===== src/rtl/rotation_arb_pkg.sv =====
// Shared types and helpers for the rotation arbiter: output-stage state,
// requester count and left-to-right rotation amount conversion.
package rotation_arb_pkg;

    localparam int NUM_REQ         = 2;
    localparam int MAX_SHIFT_WIDTH = 8;

    typedef enum logic {
        EMPTY = 1'b0,
        FULL  = 1'b1
    } out_state_e;

    // Callers keep the low SHIFT_WIDTH bits; 2**MAX_SHIFT_WIDTH is a multiple of
    // every supported rotation range, so the negation stays correct modulo 2**SHIFT_WIDTH.
    function automatic logic [MAX_SHIFT_WIDTH-1:0] to_right_amt(
        input logic [MAX_SHIFT_WIDTH-1:0] amt,
        input logic                       dir
    );
        return dir ? (MAX_SHIFT_WIDTH'(0) - amt) : amt;
    endfunction

endpackage


===== src/rtl/rotation_arbiter_if.sv =====
// Request and response handshake bundle between two requesters, the arbiter and
// the downstream consumer. master = requesters/consumer side, slave = arbiter.
interface rotation_arbiter_if #(
    parameter int DATA_WIDTH  = 8,
    parameter int SHIFT_WIDTH = 3
);
    logic [1:0]             req_valid;
    logic [1:0]             req_ready;
    logic [DATA_WIDTH-1:0]  req_data0;
    logic [SHIFT_WIDTH-1:0] req_amt0;
    logic                   req_dir0;
    logic [DATA_WIDTH-1:0]  req_data1;
    logic [SHIFT_WIDTH-1:0] req_amt1;
    logic                   req_dir1;
    logic                   rsp_valid;
    logic                   rsp_ready;
    logic [DATA_WIDTH-1:0]  rsp_data;
    logic                   rsp_id;

    modport master (
        output req_valid, req_data0, req_amt0, req_dir0,
               req_data1, req_amt1, req_dir1, rsp_ready,
        input  req_ready, rsp_valid, rsp_data, rsp_id
    );

    modport slave (
        input  req_valid, req_data0, req_amt0, req_dir0,
               req_data1, req_amt1, req_dir1, rsp_ready,
        output req_ready, rsp_valid, rsp_data, rsp_id
    );
endinterface


===== src/rtl/right_rotation.sv =====
// Combinational right rotate of in_data by shift_amt bit positions.
// Latency: 0 cycles (pure combinational).
// Backpressure: none; no handshake, output follows inputs.
module right_rotation #(
    parameter int INPUT_WIDTH = 8,
    parameter int SHIFT_WIDTH = 3
) (
    input  logic [INPUT_WIDTH-1:0] in_data,
    input  logic [SHIFT_WIDTH-1:0] shift_amt,
    output logic [INPUT_WIDTH-1:0] out_data
);

    logic [SHIFT_WIDTH-1:0] src_idx;

    // Index arithmetic wraps at SHIFT_WIDTH bits, which is the rotation itself
    // because INPUT_WIDTH == 2**SHIFT_WIDTH.
    always_comb begin
        out_data = '0;
        src_idx  = '0;
        for (int i = 0; i < INPUT_WIDTH; i++) begin
            src_idx     = SHIFT_WIDTH'(i) + shift_amt;
            out_data[i] = in_data[src_idx];
        end
    end

endmodule


===== src/rtl/rotation_arbiter.sv =====
// Round-robin shares one right-rotation datapath between two requesters.
// Latency: 1 cycle from accepted request to rsp_valid; one result per cycle.
// Backpressure: one-entry output stage; req_ready drops while full and rsp_ready low.
module rotation_arbiter
    import rotation_arb_pkg::*;
#(
    parameter int DATA_WIDTH  = 8,
    parameter int SHIFT_WIDTH = 3,
    parameter int CNT_WIDTH   = 16
) (
    input  logic                 clk,
    input  logic                 reset_n,
    rotation_arbiter_if.slave    bus,
    output logic [CNT_WIDTH-1:0] grant_cnt0,
    output logic [CNT_WIDTH-1:0] grant_cnt1
);

    out_state_e              state_q, state_d;
    logic                    last_grant_q, last_grant_d;
    logic [DATA_WIDTH-1:0]   rsp_data_q, rsp_data_d;
    logic                    rsp_id_q, rsp_id_d;
    logic [CNT_WIDTH-1:0]    cnt0_q, cnt0_d;
    logic [CNT_WIDTH-1:0]    cnt1_q, cnt1_d;

    logic                       can_accept;
    logic                       winner;
    logic                       xfer;
    logic [DATA_WIDTH-1:0]      win_data;
    logic [SHIFT_WIDTH-1:0]     win_amt;
    logic                       win_dir;
    logic [MAX_SHIFT_WIDTH-1:0] right_amt_full;
    logic [SHIFT_WIDTH-1:0]     eff_amt;
    logic [DATA_WIDTH-1:0]      rot_data;

    always_comb begin
        can_accept = (state_q == EMPTY) || bus.rsp_ready;
        // Contention goes to whoever did not win last; a lone requester always wins.
        case (bus.req_valid)
            2'b10:   winner = 1'b1;
            2'b11:   winner = ~last_grant_q;
            default: winner = 1'b0;
        endcase
        xfer          = (|bus.req_valid) && can_accept;
        bus.req_ready = xfer ? (winner ? 2'b10 : 2'b01) : 2'b00;

        win_data       = winner ? bus.req_data1 : bus.req_data0;
        win_amt        = winner ? bus.req_amt1  : bus.req_amt0;
        win_dir        = winner ? bus.req_dir1  : bus.req_dir0;
        right_amt_full = to_right_amt(MAX_SHIFT_WIDTH'(win_amt), win_dir);
        eff_amt        = right_amt_full[SHIFT_WIDTH-1:0];
    end

    right_rotation #(
        .INPUT_WIDTH (DATA_WIDTH),
        .SHIFT_WIDTH (SHIFT_WIDTH)
    ) u_right_rotation (
        .in_data   (win_data),
        .shift_amt (eff_amt),
        .out_data  (rot_data)
    );

    always_comb begin
        state_d      = state_q;
        last_grant_d = last_grant_q;
        rsp_data_d   = rsp_data_q;
        rsp_id_d     = rsp_id_q;
        cnt0_d       = cnt0_q;
        cnt1_d       = cnt1_q;

        if (xfer) begin
            state_d      = FULL;
            last_grant_d = winner;
            rsp_data_d   = rot_data;
            rsp_id_d     = winner;
            if (!winner && (cnt0_q != '1)) cnt0_d = cnt0_q + 1'b1;
            if ( winner && (cnt1_q != '1)) cnt1_d = cnt1_q + 1'b1;
        end else if (bus.rsp_ready) begin
            state_d = EMPTY;
        end
    end

    always_ff @(posedge clk or negedge reset_n) begin
        if (!reset_n) begin
            state_q      <= EMPTY;
            last_grant_q <= 1'b1;
            rsp_data_q   <= '0;
            rsp_id_q     <= 1'b0;
            cnt0_q       <= '0;
            cnt1_q       <= '0;
        end else begin
            state_q      <= state_d;
            last_grant_q <= last_grant_d;
            rsp_data_q   <= rsp_data_d;
            rsp_id_q     <= rsp_id_d;
            cnt0_q       <= cnt0_d;
            cnt1_q       <= cnt1_d;
        end
    end

    assign bus.rsp_valid = (state_q == FULL);
    assign bus.rsp_data  = rsp_data_q;
    assign bus.rsp_id    = rsp_id_q;
    assign grant_cnt0    = cnt0_q;
    assign grant_cnt1    = cnt1_q;

endmodule


===== src/flat_wrapper.sv =====
// flat-port wrapper written by rule: the top's interface ports become plain ports
module rotation_arbiter_flat import rotation_arb_pkg::*;
#(
    parameter int DATA_WIDTH  = 8,
    parameter int SHIFT_WIDTH = 3,
    parameter int CNT_WIDTH   = 16
)
  (clk, reset_n, grant_cnt0, grant_cnt1, bus_req_valid, bus_req_data0, bus_req_amt0, bus_req_dir0, bus_req_data1, bus_req_amt1, bus_req_dir1, bus_rsp_ready, bus_req_ready, bus_rsp_valid, bus_rsp_data, bus_rsp_id);
  rotation_arbiter_if #(.DATA_WIDTH(DATA_WIDTH), .SHIFT_WIDTH(SHIFT_WIDTH)) bus_i ();
  input  logic clk;
  input  logic reset_n;
  output logic [CNT_WIDTH-1:0] grant_cnt0;
  output logic [CNT_WIDTH-1:0] grant_cnt1;
  input wire logic [$bits(bus_i.req_valid)-1:0] bus_req_valid;
  input wire logic [$bits(bus_i.req_data0)-1:0] bus_req_data0;
  input wire logic [$bits(bus_i.req_amt0)-1:0] bus_req_amt0;
  input wire logic [$bits(bus_i.req_dir0)-1:0] bus_req_dir0;
  input wire logic [$bits(bus_i.req_data1)-1:0] bus_req_data1;
  input wire logic [$bits(bus_i.req_amt1)-1:0] bus_req_amt1;
  input wire logic [$bits(bus_i.req_dir1)-1:0] bus_req_dir1;
  input wire logic [$bits(bus_i.rsp_ready)-1:0] bus_rsp_ready;
  output wire logic [$bits(bus_i.req_ready)-1:0] bus_req_ready;
  output wire logic [$bits(bus_i.rsp_valid)-1:0] bus_rsp_valid;
  output wire logic [$bits(bus_i.rsp_data)-1:0] bus_rsp_data;
  output wire logic [$bits(bus_i.rsp_id)-1:0] bus_rsp_id;
  assign bus_i.req_valid = bus_req_valid;
  assign bus_i.req_data0 = bus_req_data0;
  assign bus_i.req_amt0 = bus_req_amt0;
  assign bus_i.req_dir0 = bus_req_dir0;
  assign bus_i.req_data1 = bus_req_data1;
  assign bus_i.req_amt1 = bus_req_amt1;
  assign bus_i.req_dir1 = bus_req_dir1;
  assign bus_i.rsp_ready = bus_rsp_ready;
  assign bus_req_ready = bus_i.req_ready;
  assign bus_rsp_valid = bus_i.rsp_valid;
  assign bus_rsp_data = bus_i.rsp_data;
  assign bus_rsp_id = bus_i.rsp_id;
  rotation_arbiter #(.DATA_WIDTH(DATA_WIDTH), .SHIFT_WIDTH(SHIFT_WIDTH), .CNT_WIDTH(CNT_WIDTH)) u_core (.clk(clk), .reset_n(reset_n), .bus(bus_i), .grant_cnt0(grant_cnt0), .grant_cnt1(grant_cnt1));
endmodule

===== config.mk =====
export PLATFORM = sky130hd
export DESIGN_NAME = rotation_arbiter_flat
export DESIGN_NICKNAME = d
export VERILOG_FILES = /design/src/rtl/rotation_arb_pkg.sv /design/src/rtl/rotation_arbiter_if.sv /design/src/rtl/right_rotation.sv /design/src/rtl/rotation_arbiter.sv /design/src/flat_wrapper.sv
export SDC_FILE = /design/constraint.sdc
export NUM_CORES = 1
export LEC_CHECK = 0
export ABC_AREA = 0
export CAP_MARGIN = 20
export CORE_MARGIN = 1.5
export CORE_UTILIZATION = 45
export DETAILED_ROUTE_END_ITERATION = 8
export GPL_TIMING_DRIVEN = 0
export PLACE_DENSITY = 0.79
export SLEW_MARGIN = 20
export SYNTH_ARGS = -nofsm -noshare
export SYNTH_HDL_FRONTEND = slang
export SYNTH_SLANG_ARGS = --single-unit

===== constraint.sdc =====
create_clock -name clk -period 2.8 [get_ports clk]
set_clock_uncertainty 0.15 [all_clocks]
set_input_delay 0.7 -clock clk [delete_from_list [all_inputs] [get_ports clk]]
set_output_delay 0.7 -clock clk [all_outputs]
set_load 0.005 [all_outputs]

==> run_results.csv <==
group,metric,value,unit
run_status,outcome,"finished, final reports clean",
setup_path,reg2reg_depth,9,
global_route,grt_max_degree,33,
setup_path,r2r-end,"u_core.bus.rsp_data[5]",
logic_synthesis,synth_compound_area_frac,0.0984,
finish,area_growth,35.9,%
logic_synthesis,synth_nets,301,
setup_path,crit_top_cell,"buf_6",
logic_synthesis,synth_fa_ha_area_frac,0.0141,
global_route,antenna_found_initial,0,
placement,hpwl,4660,um
setup_path,slowest_delay,0.34,ns
logic_synthesis,synthFlopType,"dfrtp_1",
setup_path,worst-path-buf-inv,3,
setup_path,worst-path-max-fanout,10,
placement,dpl_cell_area,0.00347,mm2
logic_synthesis,muxShareOfSynthArea,0.127,
power_and_ir_drop,irDropWorstVdd,0.000437,V
floorplanning,die_y,80.0,um
cts,cts_tree,"yes",
finish,drive_gt1_frac,0.144,
logic_synthesis,yosysWarnings,0,
power_and_ir_drop,finalPower,2.01,mW
cts,cts_sinks,43,
setup_path,cp_data_required_time,2.84,ns
floorplanning,core,0.00561,mm2
floorplanning,num_rows,27,
drt,finalWirelength,6010,um
sta,tightest_slew,0.720,ns
drt,ant_nets,0,
logic_synthesis,synth_top_family_by_area,"simple AND/OR/NAND/NOR gates",
cts,cts.reportedPaths.clkPinSlew,0.08,ns
setup_path,r2r_slack,0.44,ns
setup_path,r2r-start,"u_core.last_grant_q",
setup_path,worstPathArrival,2.76,ns
setup_path,crit_path_start_kind,"input pin",
sta,relSlewSlack,0.517,
job,cap_violations,0,
global_route,grt_pass1_wl,9840,um
drt,drtIter0Drc,68,
setup_path,startpoint,"bus_req_valid[0]",
cts,cts_made_buffers,5,
logic_synthesis,synth.avg_cell_area,9.93,um2
drt,drt-pass1-iter-count,4,
finish,final_nets,385,
finish,fin_area,0.00363,mm2
hold_path,min_path_type,"in2async",
sta,hold_viol,0,
global_route,grtUsageTotal,0.197,
cts,htree_levels,2,
finish,diodes,0,
cts,clock_path_buffers,2,
drt,vias,2232,
sta,finalSetupViolCount,0,
logic_synthesis,syn_inst,269,
logic_synthesis,synthArstFlopShare,1.00,
floorplanning,die_w,80.0,um
cts,cts_root_buffer,"clkbuf_8",
setup_path,worst-setup-path-type,"in2reg",
sta,rsz0062_at_grt,"no",
floorplanning,dieArea,0.00640,mm2
sta,post-route-min-period,2.73,ns
setup_path,critPathTopFamily,"multiplexers",
floorplanning,pin_count,73,
setup_path,path_cells,"dlygate4sd2_1 -> a21boi_2 -> buf_6 -> buf_6 -> mux2_2 -> ha_1 -> mux4_2 -> nor2_1 -> nand2_1 -> o311ai_1",
logic_synthesis,yosys.area_share.simple,0.202,
logic_synthesis,synthXorXnorAreaFrac,0.121,
placement,port_buffers,69,
cts,clk_latency,0.29,ns
power_and_ir_drop,p_leak,1.56,nW
drt,via_per_inst,5.24,
logic_synthesis,synth_seq_cells,43,
drt,remaining_drc_errors,0,
logic_synthesis,seq_area_frac_synth,0.403,
logic_synthesis,yosysUniqueCellTypes,51,
global_route,first_global_vias,2131,
floorplanning,start_util,0.476,
sta,period_share,0.973,
global_route,overflow,0,
power_and_ir_drop,powerDensity,555,mW/mm2
drt,post_drt_wl_per_cell,14.1,um
logic_synthesis,syn-cell-area,0.00267,mm2
sta,slew_violations,0,
logic_synthesis,synth_edf_count,0,
setup_path,cpMaxStageDelayCell,"mux2_2",
sta,maxClockFrequency,0.367,GHz
placement,gp_congestion,0.845,
finish,fill_cells,461,
setup_path,crit_path_end_kind,"flop",
## report_power, final
part / switching (mW) / leakage (nW) / internal (mW)
Sequential: 0.145 / 0.533 / 0.748
Clock: 0.208 / 0.0412 / 0.174
Combinational: 0.294 / 0.983 / 0.442
Total: 0.648 / 1.56 / 1.36
## how the worst max path moves through the flow
stage,end,slack (ns),depth (start not counted)
3_3_place_gp,u_core.bus.rsp_data[1],-0.61,8
5_1_grt,u_core.bus.rsp_data[5],0.03,10
4_1_cts,bus_req_ready[0],0.01,6
3_5_place_dp,u_core.bus.rsp_data[5],-0.64,8
2_1_floorplan,u_core.bus.rsp_data[5],0.11,7
6_report,u_core.bus.rsp_data[5],0.07,10
## area by class of cell
class                           instances  area [um2]  area share
Inverter                                8        35.0     0.00966
Multi-Input combinational cell        209        1530       0.420
Sequential cell                        43        1080       0.297
Buffer                                  9        60.1      0.0166
Clock inverter                          2        12.5     0.00345
Tap cell                               72        90.1      0.0248
Clock buffer                            6        72.6      0.0200
Timing Repair Buffer                   77         756       0.208
## routing by layer
layer,part of all wire,vias to the layer above,GRT usage
li1,-,1126,-
met4,0.010,0,0.0517
met5,0,-,0
met1,0.46,1053,0.256
met2,0.50,46,0.330
met3,0.034,7,0.0434
## flip-flops by register name, summed over array words and instances (netlist names)
signal                cells
u_core.last_grant_q       1
u_core.bus.rsp_id         1
u_core.bus.rsp_valid      1
u_core.grant_cnt1        16
u_core.grant_cnt0        16
u_core.bus.rsp_data       8
## kinds of logic (layout without fill, tap and decap cells)
logic type	after synthesis	count (layout)
xor gates and xnor gates	37	37
AOI/OAI and AO/OA	37	37
adders and majority gates	3	3
muxes	29	29
DFF	43	43
buffers and inverters	17	102
and+or+nand+nor	103	103
## synth_stat cells, drive strengths merged, types with 6 or more instances
| cell | n | area, um2 |
|---|---|---|
| a211oi | 6 | 45.0 |
| a21oi | 10 | 50.1 |
| buf | 8 | 48.8 |
| dfrtp | 42 | 1050 |
| inv | 8 | 35.0 |
| mux2 | 7 | 78.8 |
| mux2i | 20 | 216 |
| nand2 | 27 | 120 |
| nand3 | 18 | 90.1 |
| nand4 | 6 | 37.5 |
| nor2 | 22 | 92.6 |
| nor2b | 6 | 37.5 |
| nor3 | 6 | 30.0 |
| xnor2 | 21 | 184 |
| xor2 | 16 | 140 |
## metrics by stage
stage | worst slack, ns | hold slack, ns | instances | utilization | TNS [ns]
floorplan | 0.109 | 0.254 | 269 | - | 0
global placement | -0.609 | 0.310 | 410 | 0.615 | -9.95
detailed placement | -0.640 | 0.315 | 411 | 0.618 | -1.93
CTS | 0.0106 | 0.125 | 423 | 0.640 | 0
global route | 0.0265 | 0.128 | 426 | 0.647 | 0
finish | 0.0744 | 0.125 | 426 | 0.647 | 0
## repair_timing
action                     CTS  global route
resized for setup            7             5
pin swaps                    0             0
cloned                       0             0
hold buffers                 0             0
setup buffers                4             3
setup endpoints to repair    4             3
## placed cells by master (no fill, tap or decap), drive strengths merged, types with 3 or more instances in the layout
cell type and instances:
clkdlybuf4s50 63, dfrtp 42, nand2 27, nor2 22
xnor2 21, mux2i 20, nand3 18, buf 17
xor2 16, a21oi 10, inv 8, mux2 7
clkbuf 7, nor2b 6, nor3 6, a211oi 6
nand4 6, o21ai 5, dlygate4sd2 4, and4 3
and2 3, and3 3, ha 3, a31oi 3
No activity file was read; power rests on OpenSTA's default activity.
